File: config.mk
export PLATFORM = sky130hd
export DESIGN_NAME = grid_snapshot_ctrl_flat
export DESIGN_NICKNAME = d
export VERILOG_FILES = /design/src/rtl/grid_snapshot_ctrl_if.sv /design/src/rtl/grid_snapshot_ctrl.sv /design/src/flat_wrapper.sv
export SDC_FILE = /design/constraint.sdc
export NUM_CORES = 1
export LEC_CHECK = 0
export CAP_MARGIN = 20
export CORE_MARGIN = 4
export CORE_UTILIZATION = 53
export DETAILED_ROUTE_END_ITERATION = 8
export PLACE_DENSITY = 0.81
export SYNTH_ARGS = -nofsm -noshare
export SYNTH_HDL_FRONTEND = slang
export SYNTH_SLANG_ARGS = --single-unit
File: constraint.sdc
create_clock -name clk -period 3.3 [get_ports clk]
set_input_delay 0.66 -clock clk [delete_from_list [all_inputs] [get_ports clk]]
set_output_delay 0.66 -clock clk [all_outputs]
set_load 0.05 [all_outputs]
File: src/rtl/grid_snapshot_ctrl_if.sv
// rtl/grid_snapshot_ctrl_if.sv - Avalon-MM slave bus bundle for the grid snapshot controller
interface grid_snapshot_ctrl_if;
  logic [4:0]  avs_address;
  logic        avs_read;
  logic        avs_write;
  logic [31:0] avs_writedata;
  logic [31:0] avs_readdata;

  modport master (
    output avs_address,
    output avs_read,
    output avs_write,
    output avs_writedata,
    input  avs_readdata
  );

  modport slave (
    input  avs_address,
    input  avs_read,
    input  avs_write,
    input  avs_writedata,
    output avs_readdata
  );
endinterface

File: src/rtl/grid_snapshot_ctrl.sv
// rtl/grid_snapshot_ctrl.sv - tear-free CPU snapshot of the 10x20 playfield, row/stream readout
// Optional wait timeout with stale flag: define GRID_TIMEOUT_EN.
module grid_snapshot_ctrl #(
  parameter int unsigned TIMEOUT_CYCLES = 1024
) (
  input  logic                 clk,
  input  logic                 reset_n,
  input  logic [199:0]         grid_state,
  input  logic                 grid_stable,
  grid_snapshot_ctrl_if.slave  avs
);

  typedef enum logic [1:0] {
    S_EMPTY   = 2'd0,
    S_WAIT    = 2'd1,
    S_CAPTURE = 2'd2,
    S_READY   = 2'd3
  } state_e;

  localparam logic [4:0] ADDR_CTRL   = 5'd20;
  localparam logic [4:0] ADDR_COUNT  = 5'd21;
  localparam logic [4:0] ADDR_STREAM = 5'd22;
  localparam logic [4:0] LAST_ROW    = 5'd19;

  state_e         state_q;
  logic [199:0]   snap_q;
  logic [4:0]     ptr_q;
  logic [4:0]     ptr_d;
  logic [15:0]    count_q;
  logic           valid_q;
  logic           busy_q;
  logic           stale;
  logic [31:0]    rdata_q;
  logic [31:0]    rdata_d;
  logic [9:0]     addr_row;
  logic [9:0]     ptr_row;
  logic           request;
  logic           stream_rd;
  logic           unused_wdata;

`ifdef GRID_TIMEOUT_EN
  localparam logic [31:0] WAIT_LAST = 32'(TIMEOUT_CYCLES - 1);
  logic [31:0] wait_cnt_q;
  logic        timed_out_q;
  logic        stale_q;
  assign stale = stale_q;
`else
  assign stale = 1'b0;
`endif

  assign unused_wdata = &{1'b0, avs.avs_writedata[31:1]};
  assign request   = avs.avs_write && (avs.avs_address == ADDR_CTRL) && avs.avs_writedata[0];
  assign stream_rd = avs.avs_read && (avs.avs_address == ADDR_STREAM);
  assign ptr_d     = (ptr_q == LAST_ROW) ? 5'd0 : ptr_q + 5'd1;
  assign avs.avs_readdata = rdata_q;

  always_comb begin
    addr_row = '0;
    ptr_row  = '0;
    for (int r = 0; r < 20; r++) begin
      if (avs.avs_address == 5'(r)) addr_row = snap_q[10*r +: 10];
      if (ptr_q == 5'(r))           ptr_row  = snap_q[10*r +: 10];
    end
  end

  // Reads see register state from before this edge, so a read coinciding
  // with a capture returns the previous snapshot.
  always_comb begin
    rdata_d = rdata_q;
    if (avs.avs_read) begin
      if (avs.avs_address <= LAST_ROW) begin
        rdata_d = {22'd0, addr_row};
      end else begin
        case (avs.avs_address)
          ADDR_CTRL:   rdata_d = {29'd0, stale, busy_q, valid_q};
          ADDR_COUNT:  rdata_d = {16'd0, count_q};
          ADDR_STREAM: rdata_d = {22'd0, ptr_row};
          default:     rdata_d = '0;
        endcase
      end
    end
  end

  always_ff @(posedge clk) begin
    if (!reset_n) begin
      state_q     <= S_EMPTY;
      snap_q      <= '0;
      ptr_q       <= '0;
      count_q     <= '0;
      valid_q     <= 1'b0;
      busy_q      <= 1'b0;
      rdata_q     <= '0;
`ifdef GRID_TIMEOUT_EN
      wait_cnt_q  <= '0;
      timed_out_q <= 1'b0;
      stale_q     <= 1'b0;
`endif
    end else begin
      rdata_q <= rdata_d;
      if (stream_rd) ptr_q <= ptr_d;

      case (state_q)
        S_EMPTY, S_READY: begin
          if (request) begin
            state_q <= S_WAIT;
            busy_q  <= 1'b1;
`ifdef GRID_TIMEOUT_EN
            wait_cnt_q  <= '0;
            timed_out_q <= 1'b0;
`endif
          end
        end
        S_WAIT: begin
          if (grid_stable) begin
            state_q <= S_CAPTURE;
`ifdef GRID_TIMEOUT_EN
          end else if (wait_cnt_q == WAIT_LAST) begin
            state_q     <= S_CAPTURE;
            timed_out_q <= 1'b1;
          end else begin
            wait_cnt_q <= wait_cnt_q + 32'd1;
`endif
          end
        end
        S_CAPTURE: begin
          // Capture overrides any stream increment issued on this edge.
          snap_q  <= grid_state;
          ptr_q   <= '0;
          count_q <= count_q + 16'd1;
          valid_q <= 1'b1;
          busy_q  <= 1'b0;
          state_q <= S_READY;
`ifdef GRID_TIMEOUT_EN
          stale_q <= timed_out_q;
`endif
        end
        default: state_q <= S_EMPTY;
      endcase
    end
  end

endmodule

File: src/flat_wrapper.sv
// flat-port wrapper written by rule: the top's interface ports become plain ports
module grid_snapshot_ctrl_flat 
#(
  parameter int unsigned TIMEOUT_CYCLES = 1024
)
  (clk, reset_n, grid_state, grid_stable, avs_avs_address, avs_avs_read, avs_avs_write, avs_avs_writedata, avs_avs_readdata);
  grid_snapshot_ctrl_if avs_i ();
  input  logic clk;
  input  logic reset_n;
  input  logic [199:0] grid_state;
  input  logic grid_stable;
  input wire logic [$bits(avs_i.avs_address)-1:0] avs_avs_address;
  input wire logic [$bits(avs_i.avs_read)-1:0] avs_avs_read;
  input wire logic [$bits(avs_i.avs_write)-1:0] avs_avs_write;
  input wire logic [$bits(avs_i.avs_writedata)-1:0] avs_avs_writedata;
  output wire logic [$bits(avs_i.avs_readdata)-1:0] avs_avs_readdata;
  assign avs_i.avs_address = avs_avs_address;
  assign avs_i.avs_read = avs_avs_read;
  assign avs_i.avs_write = avs_avs_write;
  assign avs_i.avs_writedata = avs_avs_writedata;
  assign avs_avs_readdata = avs_i.avs_readdata;
  grid_snapshot_ctrl #(.TIMEOUT_CYCLES(TIMEOUT_CYCLES)) u_core (.clk(clk), .reset_n(reset_n), .grid_state(grid_state), .grid_stable(grid_stable), .avs(avs_i));
endmodule
Yosys cells after proc, flatten, opt, wreduce, memory -nomap -nowiden

Index checks and enable logic that the tools add are counted.

Input port bits: 242
Logic and storage cells: 116
Register bits: 257
Output and inout bits: 32

Equality and inequality tests: 46
Bitwise operators: 1
Reduce and logical (&&, ||, !) cells: 11
Order comparisons: 1
Multiplexer cells: 48
Add/subtract/negate cells: 2

Operators with widths:

| kind                                                  | number |
|---|---|
| two-way mux 10 bit                                    | 40 |
| == test 5 x 4 -> 1 bit, second input constant         | 16 |
| == test 5 bit, second input constant                  | 11 |
| one-hot mux 16 bit (3 select lines)                   | 1 |
| == test 5 x 3 -> 1 bit, second input constant         | 8 |
| two-way mux 32 bit                                    | 1 |
| == test 5 x 2 -> 1 bit, second input constant         | 4 |
| adder 16 x 1 -> 16 bit, second input constant         | 1 |
| == test 5 x 1 -> 1 bit, second input constant         | 2 |
| zero test 5 bit                                       | 2 |
| one-hot mux 2 bit (3 select lines)                    | 1 |
| adder 5 x 1 -> 5 bit, second input constant           | 1 |
| less-or-equal comparator 5 bit, second input constant | 1 |
| two-way mux 5 bit                                     | 1 |
| == test 2 bit, second input constant                  | 2 |
| two-way mux 2 bit                                     | 2 |
| AND reduction 2 bit                                   | 2 |
| OR reduction 2 bit                                    | 2 |
| logical AND 1 bit                                     | 3 |
| == test 2 x 1 -> 1 bit, second input constant         | 1 |
| zero test 2 bit                                       | 1 |
| != test 2 x 1 -> 1 bit, second input constant         | 1 |
| != test 2 bit, second input constant                  | 1 |
| one-hot mux 1 bit (2 select lines)                    | 1 |
| 3 further kinds                                       | 3 |

Logic depth before layout (Yosys ltp)

Gate-level depths: netlist of the first run.

Depth after elaboration: 23
Gate-level depth with buffers: 14
Mapped depth without buffers: 10

Worst setup path before layout of the first run

No wires, ideal clock.

Path kind: register to register
From: register u_core.ptr_q[0]
To: register u_core.rdata_q[7] (netlist: u_core.avs.avs_readdata[7])
Arrival time: 2464 ps
Required time: 3180 ps
Library setup time: 120 ps
Cell stages (with the launch flop): 14
Period minus slack after synthesis: 2583 ps
Setup slack: 717 ps
Cells stage by stage: dfxtp_1 -> ha_1 -> buf_2 -> inv_1 -> clkbuf_1 -> nor3_1 -> ha_1 -> clkbuf_1 -> inv_1 -> a2bb2oi_1 -> o211ai_1 -> nor4_1 -> o31a_1 -> a211o_1

Longest elaborated chain between the ends: 23
Elaborated cells between the ends (all ways): 42
Those cells by class: eq/ne: 19; mux: 22; reduce/logical: 1

RTL lines:

| element                                 | line                      | RTL |
|---|---|---|
| start: declaration                      | grid_snapshot_ctrl.sv:27  | `logic [4:0] ptr_q;` |
| start signal: assignment                | grid_snapshot_ctrl.sv:100 | `if (stream_rd) ptr_q <= ptr_d;` |
| zero test 5 bit                         | grid_snapshot_ctrl.sv:62  | `if (ptr_q == 5'(r)) ptr_row = snap_q[10*r +: 10];` |
| two-way mux 10 bit (19 in a row)        | grid_snapshot_ctrl.sv:62  |  |
| two-way mux 10 bit (*)                  | grid_snapshot_ctrl.sv:62  |  |
| one-hot mux 16 bit (3 select lines) (*) | grid_snapshot_ctrl.sv:74  | `case (avs.avs_address)` |
| two-way mux 32 bit (*)                  | grid_snapshot_ctrl.sv:71  | `if (avs.avs_address <= LAST_ROW) begin` |
| end signal: assignment                  | grid_snapshot_ctrl.sv:99  | `rdata_q <= rdata_d;` |
| end: declaration                        | grid_snapshot_ctrl.sv:33  | `logic [31:0] rdata_q;` |

Every way passes the cells marked *; elsewhere a longest branch is shown, timed or not.
A chain may end at the register's enable or synchronous reset.

Worst setup path after layout of the first run

From: register u_core.ptr_q[0]
To: register u_core.rdata_q[4] (netlist: u_core.avs.avs_readdata[4])

The elaborated chain is that of the path after synthesis.

==> results of run 1 <==
per-stage QoR:
step | setup WS, ns | std cells
after CTS | 0.343 | 2332
after global placement | 0.0361 | 2287
after floorplan | 0.717 | 1740
after detailed placement | -0.00392 | 2287
final | 0.140 | 2332
after global routing | 0.0995 | 2332
registers in the layout, indices dropped and copies added, names as in the netlist:
name / count
u_core.snap_q: 200
u_core.avs.avs_readdata: 16
u_core.state_q: 2
u_core.busy_q: 1
u_core.valid_q: 1
u_core.ptr_q: 5
u_core.count_q: 16
power by group:
group / switching, mW / leakage (nW) / internal, mW
sequential: 0.779 / 1.97 / 3.48
combinational: 1.71 / 4.22 / 1.62
clock: 1.20 / 0.427 / 1.81
logic make-up (layout without fill, tap and decap cells):
group	count (synthesis)	after routing
AND/OR/NAND/NOR	602	602
AO/OA/AOI/OAI	449	449
flip-flops	241	241
multiplexers	210	210
buffers and inverters	200	451
XOR/XNOR	14	14
adder cells (fa/ha/maj)	8	8
other	1	16
cells in the final DEF, fill, tap and decap left out, drive strengths merged, types with 8 or more instances in the layout:
master         Yosys  routed
dfxtp            241     241
nor2b            226     226
clkdlybuf4s50      0     224
mux2i            207     207
buf               91     146
a21oi            102     102
o21ai             92      92
nand2             90      90
nor2              67      67
inv               36      38
clkbuf            73      32
nand3             31      31
nor3              31      31
a211oi            24      24
a221oi            24      24
a31oi             21      21
and2              19      19
o22ai             19      19
nand2b            18      18
conb               1      16
and3              15      15
o211ai            15      15
nand3b            15      15
o221ai            14      14
a22oi             13      13
nand4             12      12
a21boi            12      12
xnor2             10      10
or3               10      10
o2bb2ai           10      10
nor3b             10      10
a21o               9       9
o2111ai            8       8
o21a               8       8
o31ai              8       8
or2                8       8
ha                 8       8
final cells by class:
| type | instances | area share (%) |
|---|---|---|
| Multi-Input combinational cell | 1299 | 48.0 |
| Sequential cell | 241 | 25.9 |
| Timing Repair Buffer | 370 | 18.5 |
| Clock buffer | 32 | 3.55 |
| Tap cell | 341 | 2.29 |
| Clock inverter | 13 | 1.07 |
| Inverter | 36 | 0.725 |
how the worst max path moves through the flow:
stage | from | end | slack [ns] | depth (start not counted)
after CTS | u_core.ptr_q[0] | u_core.avs.avs_readdata[5] | 0.34 | 11
final | u_core.ptr_q[0] | u_core.avs.avs_readdata[4] | 0.14 | 10
after detailed placement | avs_avs_address[3] | u_core.avs.avs_readdata[4] | -0.004 | 9
after global routing | u_core.ptr_q[0] | u_core.avs.avs_readdata[4] | 0.1 | 10
after global placement | avs_avs_address[3] | u_core.avs.avs_readdata[4] | 0.04 | 9
after floorplan | u_core.ptr_q[0] | u_core.avs.avs_readdata[7] | 0.72 | 13
critical path, delay by kind of cell, from the launching register on:
family	cells	cell delay, ns
AOI/OAI and AO/OA	4	1.22
adders and majority gates	2	0.71
buffers and inverters	2	0.32
DFF	1	0.43
and+or+nand+nor	2	0.32
metal layers:
layer	routed length [um]	share of wire (%)	up-vias
met4	3050	4.7	6
met2	27900	42	1121
met1	26000	40	7365
li1	-	-	6766
met3	8570	13	214
met5	89	0.14	-
==> results by group, run 1 <==
Floorplanning
  • # IOs: 274
  • Die width: 174 um
  • Die ar.: 0.0303 mm2
  • Core area: 0.0270 mm2
  • Rows: 60
  • Die Span Y: 174 um
  • Starting density of the core: 54.1%

Logic synthesis
  • Average size of a mapped cell: 8.47 um2
  • Simple-gate portion of the synthesized area: 23.9%
  • Share of the synthesized area in the top cell type: 33.0%
  • Synth top cells by count: 241 x dfxtp_1, 226 x nor2b_1, 207 x mux2i_1, 101 x a21oi_1, 90 x nand2_1
  • Synth unique cells: 88
  • Post-synthesis xor/xnor area fraction: 0.839%
  • Yosys reg bits: 241
  • Biggest area consumer among synthesized cells: dfxtp_1
  • Synth Flop Type: dfxtp_1
  • Ranking of synthesized cells by area: dfxtp_1 33%, mux2i_1 14%, nor2b_1 9.7%
  • Async SR Flop Fraction: 0%
  • Synth Area in Compound Gates: 20.8%
  • Post-synthesis mux area share: 14.4%
  • Syn Std Cell Area: 0.0146 mm2
  • Largest family of logic cells by synthesized area: simple AND/OR/NAND/NOR gates
  • Number of synthesized flops with an enable pin: 0
  • Sequential area share after synthesis: 33.0%
  • Most frequent cell after synthesis: dfxtp_1
  • Post-Synth Adder-Cell Area: 0.685%
  • Post-synthesis cell count: 1725
  • Yosys warns: 0

Critical path
  • CP max-delay cell: o41ai_1
  • FF-to-FF path depth: 10
  • Kind of end point of the critical path: register
  • Crit path max fanout: 10
  • Required @ worst endpoint: 3.70 ns
  • Worst R2R Start: u_core.ptr_q[0]
  • Startpoint types: register
  • Worst reg2reg endpoint: u_core.avs.avs_readdata[4]
  • Crit-path max cell delay: 0.49 ns
  • CP cell instances: ha_1, inv_1, nor3_1, ha_1, buf_4, o311ai_0, a21oi_1, nor3_1, o41ai_1, o311ai_1
  • WP data arrival: 3.56 ns
  • Reg2Reg Setup Slack: 0.14 ns
  • CP Class: register to register

Detailed routing
  • DR vias/cell: 6.63
  • Post-Route WL: 65600 um
  • Antenna-violating nets left: 0
  • Residual DRC: 0
  • Initial DRC Count: 2132
  • Wire length per cell: 28.1 um
  • Detailed-route via count: 15472
  • First-pass iteration count of the detailed router: 6

Place
  • Placer Congestion: 1.11
  • Port Buffer Count: 226
  • DP Wirelength: 50500 um
  • Placed cell areas: 0.0178 mm2

Clock tree
  • Num Clock Sinks: 241
  • H-Tree Depth: 1
  • CTS tree: built
  • Root buf cell: clkbuf_16
  • Clk_lat worst skew: 0.55 ns
  • CTS Buf Count: 25
  • Cts hold-fix bufs: 0
  • CTS max path bufs: 3
  • Clock slew at reported path FFs: 0.07 ns
  • Post-CTS repair timing setup buffer count: 0
  • Post-CTS Resized: 0

Global routing
  • GR Util met1: 54.0%
  • GRT busiest layer: met2
  • GRT Total Usage: 40.9%
  • Total congestion overflow: 0
  • First-pass GRT wire length: 95700 um
  • Largest net degree at the start of global routing: 107
  • Grt met2 use: 62.4%
  • Vias in the first global route: 15199
  • Met3 GRT Util: 13.5%
  • Initial antenna violation count: 2

Hold path
  • Hold path depth: 3
  • Worst Hold End: u_core.avs.avs_readdata[2]
  • Hold wc startpoint: reset_n
  • Hold Crit Class: input pin to register

STA
  • Max-slew violation count: 0
  • Tmin final: 3.16 ns
  • Worst slew margin: 41.9%
  • RSZ-0062 raised after global routing: no
  • Post-Route Skew: 0.0254 ns
  • Finish-stage setup viols: 0
  • Fin crit share: 95.7%
  • TNS Setup: 0 ns
  • Fmax: 0.316 GHz
  • Hold_ws: 0.460 ns
  • Final Hold Viols: 0
  • Slew @ Worst Pin: 0.863 ns

Layout
  • Final Util: 69.0%
  • Register area: 0.00482 mm2
  • Design area: 0.0186 mm2
  • Area of the multi-input gates: 0.00895 mm2
  • Fillers: 2098
  • Layout area overhead: 27.6%
  • Antenna Cells: 0
  • Share of layout cells above drive strength 1: 11.0%
  • Nets@finish: 2223

Power
  • Total power: 10.6 mW
  • Maximum VDD drop: 0.000990 V
  • Leak: 6.61 nW
  • Cell Pwr Density: 569 mW/mm2

Run
  • Max-cap viol count: 0

Run status
  • Outcome: completed
Power figures use the tool's default switching activity.
==> run 2: changes to the inputs <==
--- a/config.mk
+++ b/config.mk
@@ -6,6 +6,7 @@
 export NUM_CORES = 1
 export LEC_CHECK = 0
 export CAP_MARGIN = 20
+export CORE_ASPECT_RATIO = 1.4
 export CORE_MARGIN = 4
 export CORE_UTILIZATION = 53
 export DETAILED_ROUTE_END_ITERATION = 8
==> run 2 against run 1 <==
Power decreased by 4.3%. Non-clock buffer count up 32. Flip-flop and latch count unchanged. Clock power fell by 14%. Die area grew 0.13%. Design area grew 0.81%. Sequential share of layout area fell by 0.21 points. Sequential power hardly changed. Worst hold slack improved by 0.010 ns. Register-to-register slack got worse by 0.07 ns. Critical endpoint is now u_core.avs.avs_readdata[8]. Largest power group unchanged.
==> results by group, run 2 (synthesis gave the netlist of run 1 again) <==
Run status
  • Outcome: completed

Place
  • DP Wirelength: 53300 um (+5.6%)
  • Placer Congestion: 1.15 (+4.3%)
  • Dpl cells: 2343 (+2.4%)
  • Placed cell areas: 0.0181 mm2 (+1.6%)
  • Port Buffer Count: 226 (unchanged)
  • Dpl ws: 0.0637 ns (+0.0677 ns)

Power
  • Reg power frac: 41.6% (+1.4 points)
  • Power Internal: 6.54 mW (-5.5%)
  • Cell Pwr Density: 541 mW/mm2 (-5.0%)
  • Comb pwr share: 32.8% (+1.4 points)
  • Maximum VDD drop: 0.000525 V (-47%)
  • Switch Pwr: 3.62 mW (-2.0%)
  • Clock share of power: 25.5% (-2.9 points)
  • Leak: 6.70 nW (+1.4%)
  • Sw Share: 35.6% (+0.81 points)

STA
  • Fmax: 0.309 GHz (-2.3%)
  • Slew @ Worst Pin: 0.913 ns (+0.0492 ns)
  • RSZ-0062 raised after global routing: no
  • Max-slew violation count: 0 (unchanged)
  • Finish-stage setup viols: 0 (unchanged)
  • Setup slack after layout: 0.0667 ns (-0.0736 ns)
  • Hold_ws: 0.470 ns (+0.0102 ns)
  • Tmin final: 3.23 ns (+0.0736 ns)
  • Fin crit share: 98.0% (+2.2 points)
  • Final Hold Viols: 0 (unchanged)
  • Worst slew margin: 39.2% (-2.7 points)
  • Post-Route Skew: 0.0301 ns (+0.00469 ns)
  • TNS Setup: 0 ns (unchanged)

Critical path
  • Crit-path max cell delay: 0.77 ns (+0.28 ns)
  • WP data arrival: 3.66 ns (+0.10 ns)
  • CP Class: register to register
  • Critical path buffer and inverter count: 2 (unchanged)
  • CP max-delay cell: dfxtp_1
  • CP delay by family, top: compound AO/OA/AOI/OAI gates
  • Required @ worst endpoint: 3.72 ns (+0.02 ns)
  • Kind of end point of the critical path: register
  • CP startpoint: u_core.ptr_q[4]
  • Worst R2R Start: u_core.ptr_q[4]
  • Startpoint types: register
  • CP cell instances: buf_4, nor3b_1, buf_4, a32o_1, o22ai_1, o2111ai_1, a31oi_1, o22ai_1
  • Crit path max fanout: 11 (+1)

Layout
  • Register area: 0.00482 mm2 (unchanged)
  • Commonest non-fill, non-tap cell in the layout: dfxtp_1
  • Top reg by flops: u_core.snap_q
  • Final std cells w/o fill: 2383 (+2.2%)
  • Layout area overhead: 28.7%
  • Most frequent cells in the layout: 241 x dfxtp_1, 226 x nor2b_1, 223 x clkdlybuf4s50_1
  • Share of layout cells above drive strength 1: 12.3% (+1.3 points)
  • Antenna Cells: 0 (unchanged)
  • Fillers: 2131 (+1.6%)
  • Design area: 0.0188 mm2 (+0.81%)
  • Number of flip-flops in the largest register: 200 (unchanged)
  • Area of the multi-input gates: 0.00895 mm2 (about the same)
  • Nets@finish: 2253 (+1.3%)

Floorplanning
  • Die Span Y: 204 um (+17%)
  • Die width: 148 um (-15%)
  • Core area: 0.0270 mm2 (about the same)
  • Rows: 71 (+18%)
  • # IOs: 274 (unchanged)
  • Die ar.: 0.0303 mm2 (+0.13%)
  • Starting density of the core: 54.1% (about the same)

Detailed routing
  • Wire length per cell: 29.3 um (+4.0%)
  • Residual DRC: 0 (unchanged)
  • DR vias/cell: 6.65 (+0.23%)
  • Post-Route WL: 69800 um (+6.3%)
  • Initial DRC Count: 1804 (-15%)
  • First-pass iteration count of the detailed router: 6 (unchanged)
  • Antenna-violating nets left: 0 (unchanged)
  • Detailed-route via count: 15846 (+2.4%)

Global routing
  • Total congestion overflow: 0 (unchanged)
  • First-pass GRT wire length: 101000 um (+5.4%)
  • GRT Total Usage: 44.6% (+3.7 points)
  • Vias in the first global route: 15961 (+5.0%)
  • Largest net degree at the start of global routing: 123 (+15%)
  • Initial antenna violation count: 1 (-1)

Clock tree
  • Clock slew at reported path FFs: 0.07 ns (about the same)
  • CTS max path bufs: 3 (unchanged)
  • Post-CTS repair timing setup buffer count: 0 (unchanged)
  • H-Tree Depth: 1 (unchanged)
  • CTS tree: built
  • Num Clock Sinks: 241 (unchanged)
  • CTS Buf Count: 23 (-8.0%)
  • Clk_lat worst skew: 0.55 ns (about the same)
  • Root buf cell: clkbuf_16

Hold path
  • Hold Crit Class: register to register
  • Hold wc startpoint: u_core.valid_q

Run
  • Max-cap viol count: 0 (unchanged)
run 2: cell count changes in the layout (fill, tap and decap cells not counted), sizes merged:
cell / change
bufinv: -4
clkdlybuf4s50: -1
clkbuf: +1
clkinv: -2
buf: +33
run 2: power by group through the flow:
stage	Combinational [mW]	Sequential, mW	Clock (mW)
after floorplan	2.31	3.88	0
after global placement	3.11	4.22	0
after detailed placement	3.24	4.22	0
after CTS	3.29	4.17	2.60
after global routing	3.56	4.23	2.72
final	3.34	4.23	2.59
run 2: path summary, 6_finish.rpt:
path / endpoint / slack (ns) / cells after the start
setup reg to reg: u_core.avs.avs_readdata[8] / 0.07 / 8
hold / removal: u_core.valid_q / 0.47 / 1
setup / recovery: u_core.avs.avs_readdata[8] / 0.07 / 8
hold reg to reg: u_core.valid_q / 0.47 / 1
run 2: cell type report:
class | count | area share (%)
Multi-Input combinational cell | 1299 | 47.6
Sequential cell | 241 | 25.7
Timing Repair Buffer | 402 | 19.7
Clock buffer | 33 | 3.42
Tap cell | 365 | 2.43
Inverter | 36 | 0.719
Clock inverter | 7 | 0.379
run 2: metrics by stage:
stage | utilization (%) | total power [mW]
after floorplan | - | 6.19
after global placement | 66.9 | 7.33
after detailed placement | 66.9 | 7.47
after CTS | 69.6 | 10.1
after global routing | 69.6 | 10.5
final | 69.6 | 10.2
run 2: layer usage:
layer	GRT usage (%)	share of wire, %	vias up
met5	0	0.020	-
met4	36.6	11	2
met3	8.03	9.6	408
met2	76.0	47	1227
met1	47.9	32	7400
li1	-	-	6809
run 2: worst reg2reg max path, cell delays in order (launching register included):
cell and delay, ns:
dfxtp_1 0.77, buf_4 0.29, nor3b_1 0.08, buf_4 0.19, a32o_1 0.27, o22ai_1 0.70
o2111ai_1 0.32, a31oi_1 0.37, o22ai_1 0.12
run 2: what timing repair did:
| item | in CTS | in global routing |
|---|---|---|
| resized for setup | 0 | 2 |
| hold buffers | 0 | 0 |
| setup endpoints to repair | 0 | 3 |
